File: config.mk
export PLATFORM = sky130hd
export DESIGN_NAME = leaf_ctrl_seq
export DESIGN_NICKNAME = d
export VERILOG_FILES = /design/src/rtl/leaf_ctrl_pkg.sv /design/src/rtl/leaf_ctrl_seq.sv
export SDC_FILE = /design/constraint.sdc
export NUM_CORES = 1
export LEC_CHECK = 0
export ABC_AREA = 1
export BUFFER_PORTS_ARGS = -buffer_cell sky130_fd_sc_hd__buf_4
export CAP_MARGIN = 20
export CORE_ASPECT_RATIO = 1.25
export CORE_MARGIN = 3
export CORE_UTILIZATION = 60
export DETAILED_ROUTE_END_ITERATION = 8
export HOLD_SLACK_MARGIN = 0.03
export PLACE_DENSITY = 0.86
export RECOVER_POWER = 50
export SYNTH_ARGS = -nofsm -noshare
export SYNTH_HDL_FRONTEND = slang
export SYNTH_SLANG_ARGS = --single-unit
File: constraint.sdc
create_clock -name clk -period 2.9 [get_ports clk]
set_clock_uncertainty 0.15 [all_clocks]
set_input_delay 0.145 -clock clk [delete_from_list [all_inputs] [get_ports clk]]
set_output_delay 0.145 -clock clk [all_outputs]
set_load 0.1 [all_outputs]
File: src/rtl/leaf_ctrl_pkg.sv
// Shared definitions for the per-leaf control sequencer: command opcodes,
// FSM states and default sizing.
package leaf_ctrl_pkg;

  // Command opcodes carried on cmd_op
  typedef enum logic [1:0] {
    OP_NOP    = 2'd0,
    OP_RESET  = 2'd1,
    OP_START  = 2'd2,
    OP_RESEND = 2'd3
  } op_e;

  // Sequencer states
  typedef enum logic [2:0] {
    S_IDLE   = 3'd0,
    S_RST    = 3'd1,
    S_GAP    = 3'd2,
    S_START  = 3'd3,
    S_RESEND = 3'd4,
    S_DONE   = 3'd5
  } state_e;

  // Default sizing for an eight-leaf page
  localparam int DEF_NUM_LEAF = 8;
  localparam int DEF_RST_CYC  = 16;
  localparam int DEF_GAP_CYC  = 4;
  localparam int DEF_CNT_W    = 8;

endpackage : leaf_ctrl_pkg

File: src/rtl/leaf_ctrl_seq.sv
// Command-driven sequencer for the per-leaf reset, ap_start and resend pins.
// One command is in flight at a time; a single down-counter times the reset
// hold, the post-reset quiet gap and the resend pulse.
module leaf_ctrl_seq
  import leaf_ctrl_pkg::*;
#(
  parameter int NUM_LEAF = DEF_NUM_LEAF,
  parameter int RST_CYC  = DEF_RST_CYC,
  parameter int GAP_CYC  = DEF_GAP_CYC,
  parameter int CNT_W    = DEF_CNT_W
) (
  input  logic                clk,
  input  logic                reset,
  input  logic                cmd_valid,
  output logic                cmd_ready,
  input  logic [1:0]          cmd_op,
  input  logic [NUM_LEAF-1:0] cmd_mask,
  input  logic [CNT_W-1:0]    cmd_len,
  output logic [NUM_LEAF-1:0] leaf_reset,
  output logic [NUM_LEAF-1:0] leaf_ap_start,
  output logic [NUM_LEAF-1:0] leaf_resend,
  output logic                busy,
  output logic                done_pulse,
  output logic                err_pulse
);

  // Reject parameter sets whose cycle counts cannot be held by the counter
  if (RST_CYC < 1 || RST_CYC > (2 ** CNT_W) - 1) begin : gChkRst
    $error("leaf_ctrl_seq: RST_CYC must be in 1..2^CNT_W-1");
  end
  if (GAP_CYC < 0 || GAP_CYC > (2 ** CNT_W) - 1) begin : gChkGap
    $error("leaf_ctrl_seq: GAP_CYC must be in 0..2^CNT_W-1");
  end

  state_e                state_q;
  logic [CNT_W-1:0]      cnt_q;
  logic [NUM_LEAF-1:0]   mask_q;
  logic [NUM_LEAF-1:0]   running_q;
  logic [NUM_LEAF-1:0]   leafReset_q;
  logic [NUM_LEAF-1:0]   leafResend_q;
  logic                  done_q;
  logic                  err_q;

  logic                  accept_d;
  op_e                   op_d;
  logic                  err_d;
  logic                  reject_d;
  logic [CNT_W-1:0]      len_d;

  // Decode the offered command: acceptance, error against the running set,
  // and the effective resend length (zero means a single cycle)
  always_comb begin
    accept_d = cmd_valid && (state_q == S_IDLE);
    op_d     = op_e'(cmd_op);
    err_d    = 1'b0;
    case (op_d)
      OP_START:  err_d = (cmd_mask & running_q) != '0;
      OP_RESEND: err_d = (cmd_mask & ~running_q) != '0;
      default:   err_d = 1'b0;
    endcase
    reject_d = err_d || (op_d == OP_NOP) || (cmd_mask == '0);
    len_d    = (cmd_len == '0) ? CNT_W'(1) : cmd_len;
  end

  // Sequencer FSM with the shared counter and all registered outputs
  always_ff @(posedge clk) begin
    if (reset) begin
      state_q      <= S_IDLE;
      cnt_q        <= '0;
      mask_q       <= '0;
      running_q    <= '0;
      leafReset_q  <= '0;
      leafResend_q <= '0;
      done_q       <= 1'b0;
      err_q        <= 1'b0;
    end else begin
      case (state_q)
        S_IDLE: begin
          if (accept_d) begin
            mask_q <= cmd_mask;
            if (reject_d) begin
              state_q <= S_DONE;
              done_q  <= 1'b1;
              err_q   <= err_d;
            end else begin
              case (op_d)
                OP_RESET: begin
                  state_q     <= S_RST;
                  cnt_q       <= CNT_W'(RST_CYC);
                  leafReset_q <= cmd_mask;
                  running_q   <= running_q & ~cmd_mask;
                end
                OP_START: begin
                  state_q <= S_START;
                end
                OP_RESEND: begin
                  state_q      <= S_RESEND;
                  cnt_q        <= len_d;
                  leafResend_q <= cmd_mask;
                end
                default: begin
                  state_q <= S_DONE;
                  done_q  <= 1'b1;
                end
              endcase
            end
          end
        end

        S_RST: begin
          if (cnt_q <= CNT_W'(1)) begin
            leafReset_q <= '0;
            if (GAP_CYC == 0) begin
              state_q <= S_DONE;
              cnt_q   <= '0;
              done_q  <= 1'b1;
            end else begin
              state_q <= S_GAP;
              cnt_q   <= CNT_W'(GAP_CYC);
            end
          end else begin
            cnt_q <= cnt_q - CNT_W'(1);
          end
        end

        S_GAP: begin
          if (cnt_q <= CNT_W'(1)) begin
            state_q <= S_DONE;
            cnt_q   <= '0;
            done_q  <= 1'b1;
          end else begin
            cnt_q <= cnt_q - CNT_W'(1);
          end
        end

        S_START: begin
          running_q <= running_q | mask_q;
          state_q   <= S_DONE;
          done_q    <= 1'b1;
        end

        S_RESEND: begin
          if (cnt_q <= CNT_W'(1)) begin
            leafResend_q <= '0;
            state_q      <= S_DONE;
            cnt_q        <= '0;
            done_q       <= 1'b1;
          end else begin
            cnt_q <= cnt_q - CNT_W'(1);
          end
        end

        S_DONE: begin
          done_q  <= 1'b0;
          err_q   <= 1'b0;
          state_q <= S_IDLE;
        end

        default: begin
          state_q      <= S_IDLE;
          cnt_q        <= '0;
          leafReset_q  <= '0;
          leafResend_q <= '0;
          done_q       <= 1'b0;
          err_q        <= 1'b0;
        end
      endcase
    end
  end

  assign cmd_ready     = (state_q == S_IDLE);
  assign busy          = (state_q != S_IDLE);
  assign leaf_reset    = leafReset_q;
  assign leaf_resend   = leafResend_q;
  assign leaf_ap_start = running_q;
  assign done_pulse    = done_q;
  assign err_pulse     = err_q;

endmodule : leaf_ctrl_seq

Word level (Yosys, flattened, before mapping):

Cells that the tools add are included.

* logic and storage cells: 99
* output and inout port bits: 28
* register bits: 45
* input bits: 21

* $lt $le $gt $ge: 1
* bitwise gates (word level): 11
* mux-type cells: 35
* add/subtract/negate cells: 1
* reductions and logical operators: 25
* equality and inequality tests: 18

Operator list (number)
* $mux W8: 15
* $pmux W8 S3: 2
* $pmux W8 S2: 2
* $pmux W8 S4: 1
* $and A8 B8 Y8: 3
* $logic_not A8 Y1: 2
* $not A8 Y8: 2
* $reduce_bool A8 Y1: 2
* $mux W3: 4
* $pmux W3 S4: 1
* $reduce_and A4 Y1: 3
* $reduce_or A4 Y1: 3
* $ne A2 B1 Y1 const B: 5
* $reduce_and A5 Y1: 2
* $pmux W3 S3: 1
* $le A8 B1 Y1 const B: 1
* $or A8 B8 Y8: 1
* $sub A8 B1 Y8 const B: 1
* $eq A3 B2 Y1 const B: 2
* $eq A3 B3 Y1 const B: 2
* $mux W1: 6
* $ne A2 B2 Y1 const B: 3
* $reduce_and A3 Y1: 2
* $not A1 Y1: 5
* 16 further kinds: 20

Longest topological paths before layout:

Gate-level depths: netlist (run 1).

* depth in word-level cells: 9
* gate-level depth with buffers: 15
* depth with buffers taken out: 14

Worst setup path after synthesis (run 1):

Ideal clock, no wire load.

* kind: reg2reg
* from: register running_q[2] (netlist: leaf_ap_start[2])
* to: register running_q[0] (netlist: leaf_ap_start[0])
* stages on the path, launching flop included: 15
* period minus slack after synthesis: 2.377 ns
* slack: 0.523 ns
* arrival: 2.094 ns
* setup time: 0.132 ns
* buffers on the path: 1
* required time: 2.618 ns
* path through: dfxtp_1 inv_1 nand2_1 nand2_1 nor2_1 nand2_1 nand2_2 nand2_2 nand2_4 nand2_4 nand2_4 buf_8 nand3_1 nand2_1 a21oi_1

* cells in the longest elaborated chain, start to end: 8
* elaborated cells between the ends (all ways): 10
* those cells by class: eq/ne (1); mux (1); bitwise (3); reduce/logical (5)

RTL lines
* start: declaration: line leaf_ctrl_seq.sv:38 `logic [NUM_LEAF-1:0] running_q;`
* start signal: assignment: line leaf_ctrl_seq.sv:91 `running_q <= running_q & ~cmd_mask;`
* start signal: assignment: line leaf_ctrl_seq.sv:137 `running_q <= running_q | mask_q;`
* $not A8 Y8: line leaf_ctrl_seq.sv:58 `OP_RESEND: err_d = (cmd_mask & ~running_q) != '0;`
* $and A8 B8 Y8: line leaf_ctrl_seq.sv:58
* $reduce_bool A8 Y1: line leaf_ctrl_seq.sv:58
* $pmux W1 S2 (*): line leaf_ctrl_seq.sv:56 `case (op_d)`
* $logic_or A1 B1 Y1 (*) (2 in series): line leaf_ctrl_seq.sv:61 `reject_d = err_d || (op_d == OP_NOP) || (cmd_mask == '0);`
* $ne A2 B2 Y1 (no source line) (*)
* $reduce_and A4 Y1 (no source line) (*)

Mark *: on every way between the ends. The rest lies on a longest branch, timed or not.
A chain may end at the register's enable or synchronous reset.

Worst setup path in the final report (run 1):

* from: register state_q[1]
* to: register leafReset_q[7] (netlist: leaf_reset[7])

* cells in the longest elaborated chain, start to end: 4
* elaborated cells between the ends (all ways): 15
* those cells by class: eq/ne (9); mux (1); bitwise (1); reduce/logical (4)

RTL lines
* start: declaration: line leaf_ctrl_seq.sv:35 `state_e state_q;`
* start signal: assignment: line leaf_ctrl_seq.sv:68 `state_q <= S_IDLE;`
* start signal: assignment: line leaf_ctrl_seq.sv:82 `state_q <= S_DONE;`
* start signal: assignment: line leaf_ctrl_seq.sv:88 `state_q <= S_RST;`
* $eq A3 B3 Y1, or another cell as far along: line leaf_ctrl_seq.sv:77 `case (state_q)`
* $reduce_or A4 Y1 (no source line) or $logic_and A1 B1 Y1 (tied branches)
* $not A1 Y1 (no source line) or $ne A2 B1 Y1 (tied branches)
* $reduce_and A5 Y1 (no source line)
* end signal: assignment: line leaf_ctrl_seq.sv:90 `leafReset_q <= cmd_mask;`
* end: declaration: line leaf_ctrl_seq.sv:39 `logic [NUM_LEAF-1:0] leafReset_q;`

Parallel ways exist; a longest one is shown, timed or not.

==> impl_metrics.toml, run 1 <==
[synth]
synth_edf_count = 0
synth_area_leaders = "dfxtp_1 (32%), nand2_1 (16%), inv_1 (8.0%)"
synth_area_um2 = 2800
ys_async_sr_fraction_pct = 0
synth_cell_types = 32
netlist_instances = 433
ys_seq_elements = 45
yosysTopAreaCellShare_pct = 32.2
synth_nets = 461
yosysWarnings = 0
yosysSeqAreaShare_pct = 32.2
syn_area_per_cell_um2 = 6.47
synth_largest_area_cell = "dfxtp_1"
synth_commonest_cells = "nand2_1 (116), inv_1 (60), nor2_1 (54)"
synthFlopType = "dfxtp_1"
yosysMostFrequentCell = "nand2_1"

[clocking]
postCtsSetupBuffers = 0
cts_max_path_buffers = 2
cts_tree = "built"
cts.repair.resized = 0
cts_htree_levels = 2
cts_buffers = 5
clkTransAtPathRegs_ns = 0.09
cts_root_buf = "clkbuf_8"
clock-sinks = 45
clk_latency_ns = 0.30

[critical_path]
cp-endpoint = "leaf_reset[7]"
cp-startpoint = "state_q[1]"
cp-start-kind = "flip-flop"
rr_worst_depth = 7
worst-path-max-fanout = 31
r2r_slack_ns = 0.47
criticalPathCategory = "reg2reg"
critPathArrivalTime_ns = 2.48
crit_path_end_kind = "flip-flop"
cp.required_ns = 2.95
r2r_start = "state_q[1]"
rr_endpoint = "leaf_reset[7]"

[drt]
wl_per_cell_um = 13.3
drc = 0
drt_iter0_markers = 238
drt_pass1_iterations = 4
drt-total-wl_um = 7200
vias_per_cell = 5.39
ant_nets = 0
via_count = 2907

[grt]
grt_use_total_pct = 27.5
antenna_found_initial = 0
grt_pass1_vias = 2652
grt_max_degree = 32
grt-ovfl-total = 0
grt_pass1_wl_um = 11900

[place]
dp_hpwl_um = 5250
gp_congestion = 0.929
dpl_cell_area_um2 = 3120
port-buffer-count = 48

[power]
p_per_area_nw_per_um2 = 1210
peakVddDrop_mv = 0.569
swShare_pct = 59.3
p_sw_mw = 2.29
seq_power_share_pct = 23.5
intPower_mw = 1.57
p_comb_share_pct = 66.1
pwr-share-clk_pct = 10.4
p_leak_nw = 1.51

[timing]
tns_ns = 0
finalHoldViolCount = 0
slew_headroom_pct = 22.1
min_period_over_period_pct = 83.8
tightest_slew_ns = 1.17
fmax_mhz = 412
layout_min_cycle_time_ns = 2.43
setup_violations = 0
final_max_slew_viol_count = 0
rsz0062_at_grt = "no"

[cells_and_area]
finish.instance_area_um2 = 3180
final_nets = 508
layout-drive-gt1-share_pct = 11.9
regArea_um2 = 901
multi_input_area_um2 = 1540
fill_cells = 441
num_antenna_cells = 0
area_growth_pct = 13.6

[die]
fp.dieW_um = 67.1
pin_count = 49
initial_core_util_pct = 62.8
rows = 27
die_h_um = 82.4
die-area_um2 = 5530
core-area_um2 = 4460

[outcome]
outcome = "finished, final reports clean"

[worst_hold_path]
hold_path_class = "in2reg"

[job]
drv_cap = 0
power groups by stage:
stage	clock (mW)	sequential, mW	combinational [mW]
after floorplan	0	1.50	1.61
after global placement	0	0.910	2.56
after detailed placement	0	0.922	2.61
after CTS	0.409	0.908	2.63
after global routing	0.434	0.923	2.81
final	0.403	0.907	2.55
worst min-delay path by stage:
stage                startpoint       endpoint  slack, ns  cells past startpoint
floorplan           cmd_mask[0]  leaf_reset[0]       0.13                      2
global placement    cmd_mask[6]  leaf_reset[6]       0.28                      3
detailed placement  cmd_mask[7]  leaf_reset[7]       0.30                      3
CTS                   cmd_valid      mask_q[3]       0.03                      3
global route          cmd_valid      mask_q[2]       0.06                      3
finish                cmd_valid      mask_q[3]       0.04                      3
state kept, by name, indices dropped and copies added, names as in the netlist:
signal and flops:
err_pulse 1, leaf_resend 8, leaf_reset 8, state_q 3, leaf_ap_start 8, cnt_q 8
done_pulse 1, mask_q 8
what timing repair did:
| action | CTS | global route |
|---|---|---|
| hold buffers | 8 | 0 |
| setup endpoints to repair | 0 | 0 |
| endpoints found under the hold margin | 11 | 0 |
metrics by stage:
stage	utilization [%]	setup slack, ns	cells	power [mW]	hold WS [ns]
global route	71.4	0.257	539	4.17	0.0619
detailed placement	70.0	0.716	523	3.53	0.298
finish	71.4	0.470	539	3.86	0.0407
floorplan	-	0.523	433	3.11	0.133
global placement	70.0	0.758	523	3.47	0.277
CTS	73.8	0.623	539	3.94	0.0339
per-layer routing:
metal	share of wire (%)	GRT usage, %
met5	0	0
met4	2.2	9.94
met3	6.7	3.92
met2	52	49.0
met1	40	33.4
logic make-up after synthesis:
family / after synthesis / synth area share, %
AO/OA/AOI/OAI: 60 / 12.4
XOR/XNOR: 4 / 1.25
adder cells (fa/ha/maj): 7 / 3.13
buffers and inverters: 82 / 12.9
flip-flops: 45 / 32.2
AND/OR/NAND/NOR: 235 / 38.1
layout make-up:
cell class,count,area share (%)
inverter,66,7.78
multi-input combinational,306,48.3
timing repair buffer,56,10.5
sequential,45,28.3
clock inverter,3,0.668
tap,58,2.28
clock buffer,5,2.16
layout by cell type, fill, tap and decap left out, types with 4 or more instances in the layout:
cell and instances:
o21ai_0 7, nor2_2 5, clkbuf_1 28, nand2_1 117, clkbuf_8 5, nor2_1 54, buf_4 20, dlygate4sd3_1 8
dfxtp_1 45, nand4_1 27, o21ai_2 4, a21oi_1 37, nand3_1 18, ha_1 7, inv_1 60, inv_2 6
o31ai_1 5
critical path, cell delays in order (launching register included):
cell and delay (ns):
dfxtp_1 0.43, nor2_1 0.09, nand2_1 0.38, inv_2 0.31, nand2_4 0.37, nand3_2 0.30
a21oi_1 0.24, nor2_1 0.05
No activity file was read; power rests on OpenSTA's default activity.
==> run 2, diff against run 1 <==
Settings changed: CORE_UTILIZATION 60 to 56, PLACE_DENSITY 0.86 to 0.81.
Clock period 2.9 ns to 2.3 ns, I/O delays scaled along.
==> impl_metrics.toml, run 2 (synthesis gave the netlist of run 1 again) <==
[critical_path]
crit_path_end_kind = "output pin"
criticalPathCategory = "reg2out"
critPathArrivalTime_ns = 1.87
path_cells = "nor2_1 -> nand2_2 -> inv_1 -> buf_4 -> buf_4"
worst-path-max-fanout = 19
critPathSlowestCell = "dfxtp_1"
max_stage_delay_ns = 0.38
cp-start-kind = "flip-flop"
cp-startpoint = "state_q[1]"
r2r_start = "cnt_q[0]"
cp.required_ns = 2.04
path_common_cell = "buf_4"

[drt]
drc = 0
vias_per_cell = 5.26
drt_pass1_iterations = 4
wl_per_cell_um = 13.1
via_count = 2898
drt-total-wl_um = 7250
ant_nets = 0
drt_iter0_markers = 101

[grt]
grt_max_degree = 27
use_met3_pct = 4.86
use_met2_pct = 45.7
antenna_found_initial = 0
grt_pass1_wl_um = 12400
grt_util_met1_pct = 28.5
grt_use_total_pct = 25.3
grt_pass1_vias = 2768
grt-ovfl-total = 0
grt-busiest-layer = "met2"

[worst_hold_path]
hold_path_class = "in2reg"
worstHoldStart = "cmd_len[7]"

[clocking]
cts_buffers = 5
clock-sinks = 45
cts_root_buf = "clkbuf_8"
cts_tree = "built"
cts_max_path_buffers = 2
postCtsSetupBuffers = 0
clk_latency_ns = 0.30
cts_htree_levels = 2
clkTransAtPathRegs_ns = 0.09

[power]
p_per_area_nw_per_um2 = 1510
intPower_mw = 2.06
p_comb_share_pct = 66.9
p_sw_mw = 2.90
peakVddDrop_mv = 1.04
swShare_pct = 58.5
finalPower_mw = 4.96
p_leak_nw = 1.57
seq_power_share_pct = 23.0
pwr-share-clk_pct = 10.1

[timing]
finalHoldViolCount = 0
tightest_slew_ns = 1.20
tns_ns = 0
rsz0062_at_grt = "no"
setup_violations = 0
min_period_over_period_pct = 93.0
slew_headroom_pct = 20.6
holdWs_ns = 0.0311
final_max_slew_viol_count = 0
fmax_mhz = 468
layout_min_cycle_time_ns = 2.14

[cells_and_area]
num_antenna_cells = 0
layout.cells.non_filler = 551
final_common_cell = "nand2_1"
layout_common_cells = "nand2_1 (116), inv_1 (61), nor2_1 (54)"
area_growth_pct = 17.3
final_nets = 518
layout-drive-gt1-share_pct = 15.3

[place]
post-place-cells = 533
gp_congestion = 0.910
dp_hpwl_um = 5310
port-buffer-count = 48

[die]
core-area_um2 = 4800
die-area_um2 = 5890
pin_count = 49
initial_core_util_pct = 58.4
rows = 28
fp.dieW_um = 69.3
die_h_um = 85.1

[outcome]
outcome = "finished, final reports clean"

[job]
drv_cap = 0
run 2: metal layers:
| metal | up-vias | share of wire (%) |
|---|---|---|
| li1 | 1488 | - |
| met4 | 0 | 2.8 |
| met1 | 1292 | 41 |
| met5 | - | 0 |
| met3 | 22 | 5.3 |
| met2 | 96 | 51 |
run 2: what timing repair did:
item                       CTS  global route
resized for setup            0             1
hold endpoints to repair    14             0
hold buffers                10             0
setup endpoints to repair    0             2
run 2: layout make-up:
type | count | area, µm²
multi-input combinational | 306 | 1540
fill | 471 | 1510
sequential | 45 | 911
timing repair buffer | 66 | 417
inverter | 66 | 248
tap | 60 | 75.1
clock buffer | 5 | 68.8
clock inverter | 3 | 22.5
run 2: path summary, 6_finish.rpt:
| check | to | slack, ns | cells after the start |
|---|---|---|---|
| min | cnt_q[7] | 0.03 | 5 |
| max reg2reg | leaf_reset[0] | 0.28 | 10 |
| min reg2reg | mask_q[0] | 0.31 | 2 |
| max | cmd_ready | 0.16 | 5 |
run 2: power by group through the flow:
stage          Clock, mW  Combinational, mW  Sequential (mW)
3_5_place_dp           0               3.38             1.16
6_report           0.502               3.32             1.14
3_3_place_gp           0               3.34             1.15
5_1_grt            0.552               3.64             1.17
4_1_cts            0.512               3.41             1.14
2_1_floorplan          0               2.03             1.89
run 2: worst max-delay path: cells and delay by family, from the launching register on:
kind / cells / cell delay [ns]
and+or+nand+nor: 2 / 0.40
DFF: 1 / 0.38
buffers and inverters: 3 / 0.78
run 2: per-stage QoR:
stage / area (µm²) / setup slack, ns / utilization, %
after floorplan: 2810 / 0.278 / -
after global placement: 3190 / 0.342 / 66.5
after detailed placement: 3190 / 0.299 / 66.5
after CTS: 3380 / 0.172 / 70.5
after global routing: 3290 / 0.0169 / 68.5
final: 3290 / 0.162 / 68.5
==> run 3, diff against run 2 <==
Settings changed: CAP_MARGIN 20 to 10, CELL_PAD_IN_SITES_DETAIL_PLACEMENT set to 1, CELL_PAD_IN_SITES_GLOBAL_PLACEMENT set to 1, CORE_UTILIZATION 56 to 39.
==> impl_metrics.toml, run 3 (synthesis gave the netlist of run 1 again) <==
[power]
seq_power_share_pct = 22.3
pwr-share-clk_pct = 10.0
p_leak_nw = 1.60
intPower_mw = 2.13
finalPower_mw = 5.13
p_per_area_nw_per_um2 = 1510
peakVddDrop_mv = 0.540
p_comb_share_pct = 67.6
p_sw_mw = 2.99
swShare_pct = 58.4

[grt]
grt_pass1_vias = 3114
grt_pass1_wl_um = 14600
grt_use_total_pct = 22.5
grt-ovfl-total = 0
antenna_found_initial = 0
grt_max_degree = 27

[cells_and_area]
num_antenna_cells = 0
fill_cells = 960
finish.instance_area_um2 = 3390
layout_common_cells = "nand2_1 (116), inv_1 (60), nor2_1 (53)"
final_nets = 525
area_growth_pct = 21.1
final_common_cell = "nand2_1"
layout-drive-gt1-share_pct = 16.1

[drt]
drt-total-wl_um = 8460
via_count = 2942
drt_iter0_markers = 129
drc = 0
drt_pass1_iterations = 4
wl_per_cell_um = 14.5
ant_nets = 0
vias_per_cell = 5.03

[critical_path]
cp-start-kind = "flip-flop"
worst-path-max-fanout = 6
cp.required_ns = 2.36
crit_path_end_kind = "flip-flop"
critPathArrivalTime_ns = 2.20
criticalPathCategory = "reg2reg"

[die]
core-area_um2 = 6770
rows = 33
fp.dieW_um = 81.8
die_h_um = 101
pin_count = 49
initial_core_util_pct = 41.4
die-area_um2 = 8240

[clocking]
cts_tree = "built"
clock-sinks = 45
cts_buffers = 5
cts_root_buf = "clkbuf_8"
clk_latency_ns = 0.30
cts_max_path_buffers = 2
cts_htree_levels = 2
clkTransAtPathRegs_ns = 0.09

[timing]
fmax_mhz = 467
tightest_slew_ns = 1.18
tns_ns = 0
layout_min_cycle_time_ns = 2.14
finalHoldViolCount = 0
slew_headroom_pct = 21.4
min_period_over_period_pct = 93.2
setup_violations = 0
rsz0062_at_grt = "no"
final_max_slew_viol_count = 0

[place]
dpl_cell_area_um2 = 3230
port-buffer-count = 48
dp_hpwl_um = 6480
gp_congestion = 0.814

[worst_hold_path]
hold_path_class = "in2reg"

[outcome]
outcome = "finished, final reports clean"

[job]
drv_cap = 0
==> run 3: area by class of cell <==
class	instances	area [µm²]	area share [%]
timing repair buffer	73	480	14.2
tap	87	109	3.21
multi-input combinational	306	1550	45.8
clock buffer	5	68.8	2.03
clock inverter	3	21.3	0.627
inverter	66	248	7.30
sequential	45	911	26.9
==> run 3: critical path, cell delays in order (launching register included) <==
cell	delay, ns
dfxtp_1	0.32
inv_1	0.11
ha_1	0.24
nor2_1	0.07
nor2_1	0.12
nand3_2	0.13
o21ai_2	0.15
nor2_2	0.10
nor2_4	0.22
clkbuf_2	0.20
nand4_1	0.11
nand2_1	0.07
nor2_1	0.05
==> run 3: path summary, 6_finish.rpt <==
kind	slack (ns)	cells past startpoint	startpoint	endpoint
worst max-delay path	0.16	12	cnt_q[0]	leaf_resend[4]
worst min register to register	0.31	2	mask_q[0]	mask_q[0]
worst min-delay path	0.06	5	cmd_len[1]	cnt_q[1]
worst max register to register	0.16	12	cnt_q[0]	leaf_resend[4]
==> run 3: stage by stage <==
stage	utilization (%)	instances	hold WS [ns]	setup slack, ns
after floorplan	-	433	0.103	0.278
after global placement	47.7	560	0.251	0.225
after detailed placement	47.7	560	0.270	0.179
after CTS	51.1	582	0.0483	0.0645
after global routing	50.1	585	0.0983	0.00390
final	50.1	585	0.0553	0.157
==> run 3: metal layers <==
layer / vias up / part of all wire [%] / global-route usage (%)
met3: 5 / 3.3 / 2.59
met5: - / 0 / 0
met1: 1392 / 43 / 27.4
li1: 1499 / - / -
met2: 46 / 53 / 41.2
met4: 0 / 0.74 / 5.37
==> run 3: power by group through the flow <==
| stage | combinational, mW | sequential [mW] | clock, mW |
|---|---|---|---|
| 5_1_grt | 3.81 | 1.18 | 0.568 |
| 6_report | 3.47 | 1.15 | 0.514 |
| 3_3_place_gp | 3.39 | 1.15 | 0 |
| 4_1_cts | 3.50 | 1.15 | 0.532 |
| 2_1_floorplan | 2.03 | 1.89 | 0 |
| 3_5_place_dp | 3.45 | 1.17 | 0 |
==> run 3: repair_timing <==
item	CTS	global route
endpoints found under the setup margin	0	12
hold buffers	14	0
setup buffers	0	3
gates resized for setup	0	3
endpoints found under the hold margin	15	0
